--- src/rtl/dsp_mac_pkg.sv ---
// Shared constants for the dsp_mac_pipe MAC slice: MODE bit positions,
// post-adder Z-mux encodings and pipeline depth.
package dsp_mac_pkg;

  localparam int MODE_W          = 5;
  localparam int MODE_PREADD_EN  = 0;
  localparam int MODE_PREADD_SUB = 1;
  localparam int MODE_ZSEL_LO    = 2;
  localparam int MODE_ZSEL_HI    = 3;
  localparam int MODE_POST_SUB   = 4;

  localparam int PIPE_LAT = 4;

  typedef enum logic [1:0] {
    ZSEL_ZERO = 2'b00,
    ZSEL_C    = 2'b01,
    ZSEL_P    = 2'b10,
    ZSEL_RSVD = 2'b11
  } zsel_e;

  function automatic zsel_e mode_zsel(input logic [MODE_W-1:0] mode);
    return zsel_e'(mode[MODE_ZSEL_HI:MODE_ZSEL_LO]);
  endfunction

endpackage

--- src/rtl/dsp_mac_pipe_acc_ctrl.sv ---
// Dot-product sample counter: decides when the accumulator restarts from
// zero and which stage-4 sample closes a dot product.
module dsp_acc_ctrl #(
  parameter int ACC_LEN = 8
) (
  input  logic clk,
  input  logic rst_n,
  input  logic ce,
  input  logic clr,
  input  logic valid,
  input  logic acc,
  output logic force_zero,
  output logic last
);

  localparam int CW = (ACC_LEN > 1) ? $clog2(ACC_LEN) : 1;
  localparam logic [CW-1:0] CNT_MAX = CW'(ACC_LEN - 1);

  logic [CW-1:0] cnt_r;
  logic [CW-1:0] cnt_nxt_s;
  logic          wrap_s;

  // Next count: any non-accumulate sample restarts the dot product
  always_comb begin
    wrap_s    = (cnt_r == CNT_MAX);
    cnt_nxt_s = cnt_r;
    if (clr) begin
      cnt_nxt_s = '0;
    end else if (valid && acc) begin
      if (wrap_s) begin
        cnt_nxt_s = '0;
      end else begin
        cnt_nxt_s = cnt_r + CW'(1);
      end
    end else if (valid) begin
      cnt_nxt_s = '0;
    end else begin
      cnt_nxt_s = cnt_r;
    end
  end

  // Counter register, frozen while the slice is stalled
  always_ff @(posedge clk or negedge rst_n) begin
    if (!rst_n) begin
      cnt_r <= '0;
    end else if (ce) begin
      cnt_r <= cnt_nxt_s;
    end
  end

  assign force_zero = (cnt_r == '0);
  assign last       = valid && acc && wrap_s;

endmodule

--- src/rtl/dsp_mac_pipe.sv ---
// Four-stage MAC slice: pre-adder, unsigned multiplier, post-adder with
// auto-restarting dot-product accumulator and optional saturation.
module dsp_mac_pipe
  import dsp_mac_pkg::*;
#(
  parameter int AW       = 18,
  parameter int BW       = 18,
  parameter int PW       = 48,
  parameter int ACC_LEN  = 8,
  parameter int SATURATE = 0
) (
  input  logic              CLK,
  input  logic              RST_N,
  input  logic              CE,
  input  logic              CLR,
  input  logic              IN_VALID,
  input  logic [AW-1:0]     A,
  input  logic [BW-1:0]     B,
  input  logic [BW-1:0]     D,
  input  logic [PW-1:0]     C,
  input  logic [MODE_W-1:0] MODE,
  input  logic              CARRYIN,
  output logic [BW-1:0]     BCOUT,
  output logic [PW-1:0]     P,
  output logic              OUT_VALID,
  output logic              LAST,
  output logic              CARRYOUT,
  output logic              OVERFLOW
);

  localparam int MW = AW + BW;

  logic [PIPE_LAT-1:0] vld_r;

  logic [AW-1:0]     a1_r;
  logic [BW-1:0]     b1_r;
  logic [BW-1:0]     d1_r;
  logic [PW-1:0]     c1_r;
  logic [MODE_W-1:0] mode1_r;
  logic              cin1_r;

  logic [AW-1:0] a2_r;
  logic [BW-1:0] b2_r;
  logic [PW-1:0] c2_r;
  zsel_e         zsel2_r;
  logic          psub2_r;
  logic          cin2_r;

  logic [MW-1:0] m3_r;
  logic [PW-1:0] c3_r;
  zsel_e         zsel3_r;
  logic          psub3_r;
  logic          cin3_r;

  logic [PW-1:0] p_r;
  logic          co_r;
  logic          ovf_r;
  logic          last_r;

  logic [BW-1:0] b2_s;
  logic [MW-1:0] m_s;
  logic [PW:0]   x_s;
  logic [PW:0]   z_s;
  logic [PW:0]   r_s;
  logic          sat_s;
  logic [PW-1:0] p_nxt_s;
  logic          force_zero_s;
  logic          acc_last_s;

  // Pre-adder, modulo 2^BW
  always_comb begin
    b2_s = b1_r;
    if (mode1_r[MODE_PREADD_EN]) begin
      if (mode1_r[MODE_PREADD_SUB]) begin
        b2_s = d1_r - b1_r;
      end else begin
        b2_s = d1_r + b1_r;
      end
    end else begin
      b2_s = b1_r;
    end
  end

  assign m_s = MW'(a2_r) * MW'(b2_r);

  // Post-adder in PW+1 bits; a fresh dot product sees Z=0 instead of P
  always_comb begin
    x_s = (PW+1)'(m3_r);
    z_s = '0;
    case (zsel3_r)
      ZSEL_ZERO: z_s = '0;
      ZSEL_C:    z_s = {1'b0, c3_r};
      ZSEL_P:    z_s = force_zero_s ? '0 : {1'b0, p_r};
      ZSEL_RSVD: z_s = '0;
      default:   z_s = '0;
    endcase
    if (psub3_r) begin
      r_s = z_s - (x_s + (PW+1)'(cin3_r));
    end else begin
      r_s = z_s + x_s + (PW+1)'(cin3_r);
    end
    sat_s = (SATURATE != 0) && !psub3_r && r_s[PW];
    if (sat_s) begin
      p_nxt_s = '1;
    end else begin
      p_nxt_s = r_s[PW-1:0];
    end
  end

  dsp_acc_ctrl #(
    .ACC_LEN(ACC_LEN)
  ) u_acc_ctrl (
    .clk       (CLK),
    .rst_n     (RST_N),
    .ce        (CE),
    .clr       (CLR),
    .valid     (vld_r[PIPE_LAT-2]),
    .acc       (zsel3_r == ZSEL_P),
    .force_zero(force_zero_s),
    .last      (acc_last_s)
  );

  // Data stages 1-3 load on every enabled edge; validity is tracked separately
  always_ff @(posedge CLK or negedge RST_N) begin
    if (!RST_N) begin
      a1_r    <= '0;
      b1_r    <= '0;
      d1_r    <= '0;
      c1_r    <= '0;
      mode1_r <= '0;
      cin1_r  <= 1'b0;
      a2_r    <= '0;
      b2_r    <= '0;
      c2_r    <= '0;
      zsel2_r <= ZSEL_ZERO;
      psub2_r <= 1'b0;
      cin2_r  <= 1'b0;
      m3_r    <= '0;
      c3_r    <= '0;
      zsel3_r <= ZSEL_ZERO;
      psub3_r <= 1'b0;
      cin3_r  <= 1'b0;
    end else if (CE) begin
      a1_r    <= A;
      b1_r    <= B;
      d1_r    <= D;
      c1_r    <= C;
      mode1_r <= MODE;
      cin1_r  <= CARRYIN;
      a2_r    <= a1_r;
      b2_r    <= b2_s;
      c2_r    <= c1_r;
      zsel2_r <= mode_zsel(mode1_r);
      psub2_r <= mode1_r[MODE_POST_SUB];
      cin2_r  <= cin1_r;
      m3_r    <= m_s;
      c3_r    <= c2_r;
      zsel3_r <= zsel2_r;
      psub3_r <= psub2_r;
      cin3_r  <= cin2_r;
    end
  end

  // Valid pipe and result register; CLR flushes everything in flight
  always_ff @(posedge CLK or negedge RST_N) begin
    if (!RST_N) begin
      vld_r  <= '0;
      p_r    <= '0;
      co_r   <= 1'b0;
      ovf_r  <= 1'b0;
      last_r <= 1'b0;
    end else if (CE) begin
      if (CLR) begin
        vld_r  <= '0;
        p_r    <= '0;
        last_r <= 1'b0;
      end else begin
        vld_r  <= {vld_r[PIPE_LAT-2:0], IN_VALID};
        last_r <= acc_last_s;
        if (vld_r[PIPE_LAT-2]) begin
          p_r   <= p_nxt_s;
          co_r  <= r_s[PW];
          ovf_r <= sat_s;
        end
      end
    end
  end

  assign BCOUT     = b2_r;
  assign P         = p_r;
  assign OUT_VALID = vld_r[PIPE_LAT-1];
  assign LAST      = last_r;
  assign CARRYOUT  = co_r;
  assign OVERFLOW  = ovf_r;

endmodule

--- config.mk ---
export PLATFORM = sky130hd
export DESIGN_NAME = dsp_mac_pipe
export DESIGN_NICKNAME = d
export VERILOG_FILES = /design/src/rtl/dsp_mac_pkg.sv /design/src/rtl/dsp_mac_pipe_acc_ctrl.sv /design/src/rtl/dsp_mac_pipe.sv
export SDC_FILE = /design/constraint.sdc
export NUM_CORES = 2
export LEC_CHECK = 0
export ABC_CLOCK_PERIOD_IN_PS = 8200
export BUFFER_PORTS_ARGS = -buffer_cell sky130_fd_sc_hd__buf_2
export CAP_MARGIN = 15
export CORE_MARGIN = 2
export CORE_UTILIZATION = 55
export DETAILED_ROUTE_END_ITERATION = 16
export PLACE_DENSITY = 0.73
export RECOVER_POWER = 50
export SLEW_MARGIN = 30
export SYNTH_ARGS = -nofsm -noshare
export SYNTH_HDL_FRONTEND = slang
export SYNTH_SLANG_ARGS = --single-unit
--- constraint.sdc ---
create_clock -name CLK -period 8.2 [get_ports CLK]
set_input_delay 0.41 -clock CLK [delete_from_list [all_inputs] [get_ports CLK]]
set_output_delay 0.41 -clock CLK [all_outputs]
set_load 0.02 [all_outputs]
==> results by group <==
Finish
  • Final instance area: 32900 sq um
  • Layout cells sized above 1: 0.152
  • P&R area growth vs syn: 8.99%
  • Ant diodes: 0
  • Nets: 3779

Route
  • WL/cell: 19.6 microns
  • DR vias/cell: 5.83
  • Initial DRC Count: 1310
  • Final WL: 76300 microns
  • # DRC: 0
  • Vias: 22701
  • Iteration count of the initial detailed-routing pass: 5
  • Antenna-violating nets left: 0

Floorplan
  • Io pins: 183
  • Core area: 54000 sq um
  • FP Rows: 85
  • Die area: 56800 sq um
  • Die height: 238 microns
  • Starting Density: 0.559
  • DIE WIDTH: 238 microns

Clock network
  • CTS Root Cell: clkbuf_16
  • TritonCTS clock tree: yes
  • Clk_lat worst skew: 0.59 ns
  • Worst-case clock buffer depth: 3
  • Clk slew on worst S/H paths: 0.06 ns
  • Inserted Clock Buffers: 41
  • Clk sink count: 341
  • Post-CTS Setup Bufs: 0
  • H-Tree Depth: 2

Place
  • Post-DP HPWL: 58300 microns
  • Pre-CTS setup slack: 1.32 ns
  • Placer Congestion: 0.918
  • Number of buffers added on ports: 181
  • Placed instance area: 31500 sq um

Synth
  • Part of the Yosys area used for sequential elements: 0.283
  • Cell variety after synth: 84
  • Most frequent cells after synthesis: 394 x inv_1, 341 x dfrtp_1, 328 x nand2_1
  • Syn_nets: 3695
  • Post-synth top area share: 0.283
  • Number of synthesized flops with an enable pin: 0
  • Top_reg_cell synth: dfrtp_1
  • Cell taking the most area after synthesis: dfrtp_1
  • Top cells by area, synth: dfrtp_1 28%, fa_1 17%, ha_1 9.7%
  • Synthesized area: 30200 sq um
  • Ys async rst share: 1.00
  • Most numerous cell in the Yosys netlist: inv_1
  • Yosys warns: 0
  • Post-Syn Area per Cell: 9.78 sq um
  • Yosys reg bits: 341
  • Post-Syn Instances: 3086

Status
  • Violations in the final reports: capacitance limit, slew limit
  • Run status: finished, violations left

GRT
  • GR Overflow Total: 0
  • Total Routing Usage GR: 0.275
  • Initial antenna violation count: 0
  • Vias in the first global route: 23931
  • Largest net degree at the start of global routing: 90
  • First-pass GRT wire length: 124000 microns

Timing
  • Clock Skews: 0.0172 ns
  • Achievable clock frequency: 0.144 GHz
  • Max transition margin: -2.06
  • Final min period: 6.96 ns
  • Final worst-path cycle share: 0.849
  • Worst-margin pin slew: 4.60 ns
  • Final Worst Setup Slack: 1.24 ns
  • Final Hold Fails: 0
  • Hold WS: 0.0460 ns
  • RSZ-0062 raised after global routing: no
  • Pins Over Slew Limit: 365
  • Aggregate negative setup slack: 0 ns
  • Final setup vio count: 0

Setup path
  • R2R Setup Slk: 1.24 ns
  • Critical path class: reg2reg
  • Setup crit end kind: flip-flop
  • CP max FO: 13
  • CP Data Required Time: 8.66 ns
  • Max incr delay on CP: 0.72 ns
  • CP dominant cell by count: fa_1
  • Slowest cell on the critical path: clkbuf_1
  • Crit path launch type: flip-flop
  • CP Cell Sequence: clkbuf_1, nand2_1, fa_1, inv_1, fa_1, fa_1, fa_1, inv_1, fa_1, inv_1, ha_1, o21a_1, o211ai_1, a32oi_1, o21a_1, a41o_1, a211o_1, a2111oi_0, mux2i_1, nand2_1
  • Arr. time, crit path: 7.42 ns

Job
  • Total of max-cap violations: 5

Hold path
  • Hold/Removal Path Class: in2reg
worst max-delay path: cells and delay by family, from the launching register on:
kind                     cells  cell delay (ns)
flip-flops                   1             0.60
AO/OA/AOI/OAI                7             1.86
adder cells (fa/ha/maj)      6             2.99
buffers and inverters        4             0.87
AND/OR/NAND/NOR              2             0.27
multiplexers                 1             0.24
flip-flops by register name, indices dropped and copies added, names as in the netlist:
| signal | flops |
|---|---|
| P | 48 |
| d1_r | 18 |
| cin3_r | 1 |
| u_acc_ctrl.cnt_r | 3 |
| BCOUT | 18 |
| zsel2_r | 2 |
| c2_r | 48 |
| LAST | 1 |
| cin1_r | 1 |
| psub3_r | 1 |
| a2_r | 18 |
| b1_r | 18 |
| c1_r | 48 |
| mode1_r | 5 |
| cin2_r | 1 |
| psub2_r | 1 |
| CARRYOUT | 1 |
| zsel3_r | 2 |
| a1_r | 18 |
| c3_r | 48 |
| vld_r | 4 |
| m3_r | 36 |
per-stage QoR:
step	util	instances
after floorplan	-	3086
after global placement	0.584	3822
after detailed placement	0.584	3822
after CTS	0.611	3896
after global routing	0.609	3896
final	0.609	3896
worst paths after layout:
kind                       startpoint         end  cells past startpoint
setup / recovery             BCOUT[0]    m3_r[32]                     20
hold / removal                  C[17]    c1_r[17]                      2
setup reg to reg             BCOUT[0]    m3_r[32]                     20
hold reg to reg              vld_r[1]    vld_r[1]                      2
max in group asynchronous       RST_N     c2_r[5]                      4
min in group asynchronous       RST_N  mode1_r[1]                      2
cells in the final DEF, fill, tap and decap left out, drive strengths merged, types with 15 or more instances in the layout:
master	synthesis	layout
nand3	32	32
xnor2	85	85
o21a	19	19
nor2b	16	16
a31oi	21	21
a22o	49	49
a21oi	147	147
mux2i	18	18
dfrtp	341	341
o21ai	114	114
nor2	100	100
fa	261	261
nand2	329	329
buf	23	147
xor2	39	39
and2	149	149
ha	235	235
inv	394	396
mux2	250	250
o211ai	15	15
nor3	26	26
a211oi	16	16
nand4	22	22
a21o	63	63
o21bai	18	18
clkbuf	142	117
cells by family after synthesis:
kind of cell,synth area share
adder cells (fa/ha/maj),0.271
XOR/XNOR,0.0360
buffers and inverters,0.0701
AND/OR/NAND/NOR,0.117
AO/OA/AOI/OAI,0.124
flip-flops,0.283
other,0.000124
multiplexers,0.0992
per-layer routing:
| metal | routed length [microns] | global-route usage | vias up |
|---|---|---|---|
| li1 | - | - | 10472 |
| met1 | 32400 | 0.359 | 11446 |
| met2 | 37000 | 0.465 | 624 |
| met3 | 4210 | 0.0400 | 159 |
| met4 | 2730 | 0.104 | 0 |
| met5 | 0 | 0 | - |
cell type report:
class	count	area, sq um
Fill cell	4588	21100
Clock buffer	59	1170
Tap cell	696	871
Sequential cell	341	8530
Inverter	395	1480
Timing Repair Buffer	206	1020
Clock inverter	14	259
Multi-Input combinational cell	2185	19600
repair_timing:
item                                   4_1_cts  5_1_grt
setup endpoints to repair                    0        0
gates resized for setup                      0        0
hold buffers                                 1        0
endpoints found under the hold margin       85        0
Power is not shown: default switching activity piles up to over one toggle a cycle in this logic, so the estimate is an artifact.
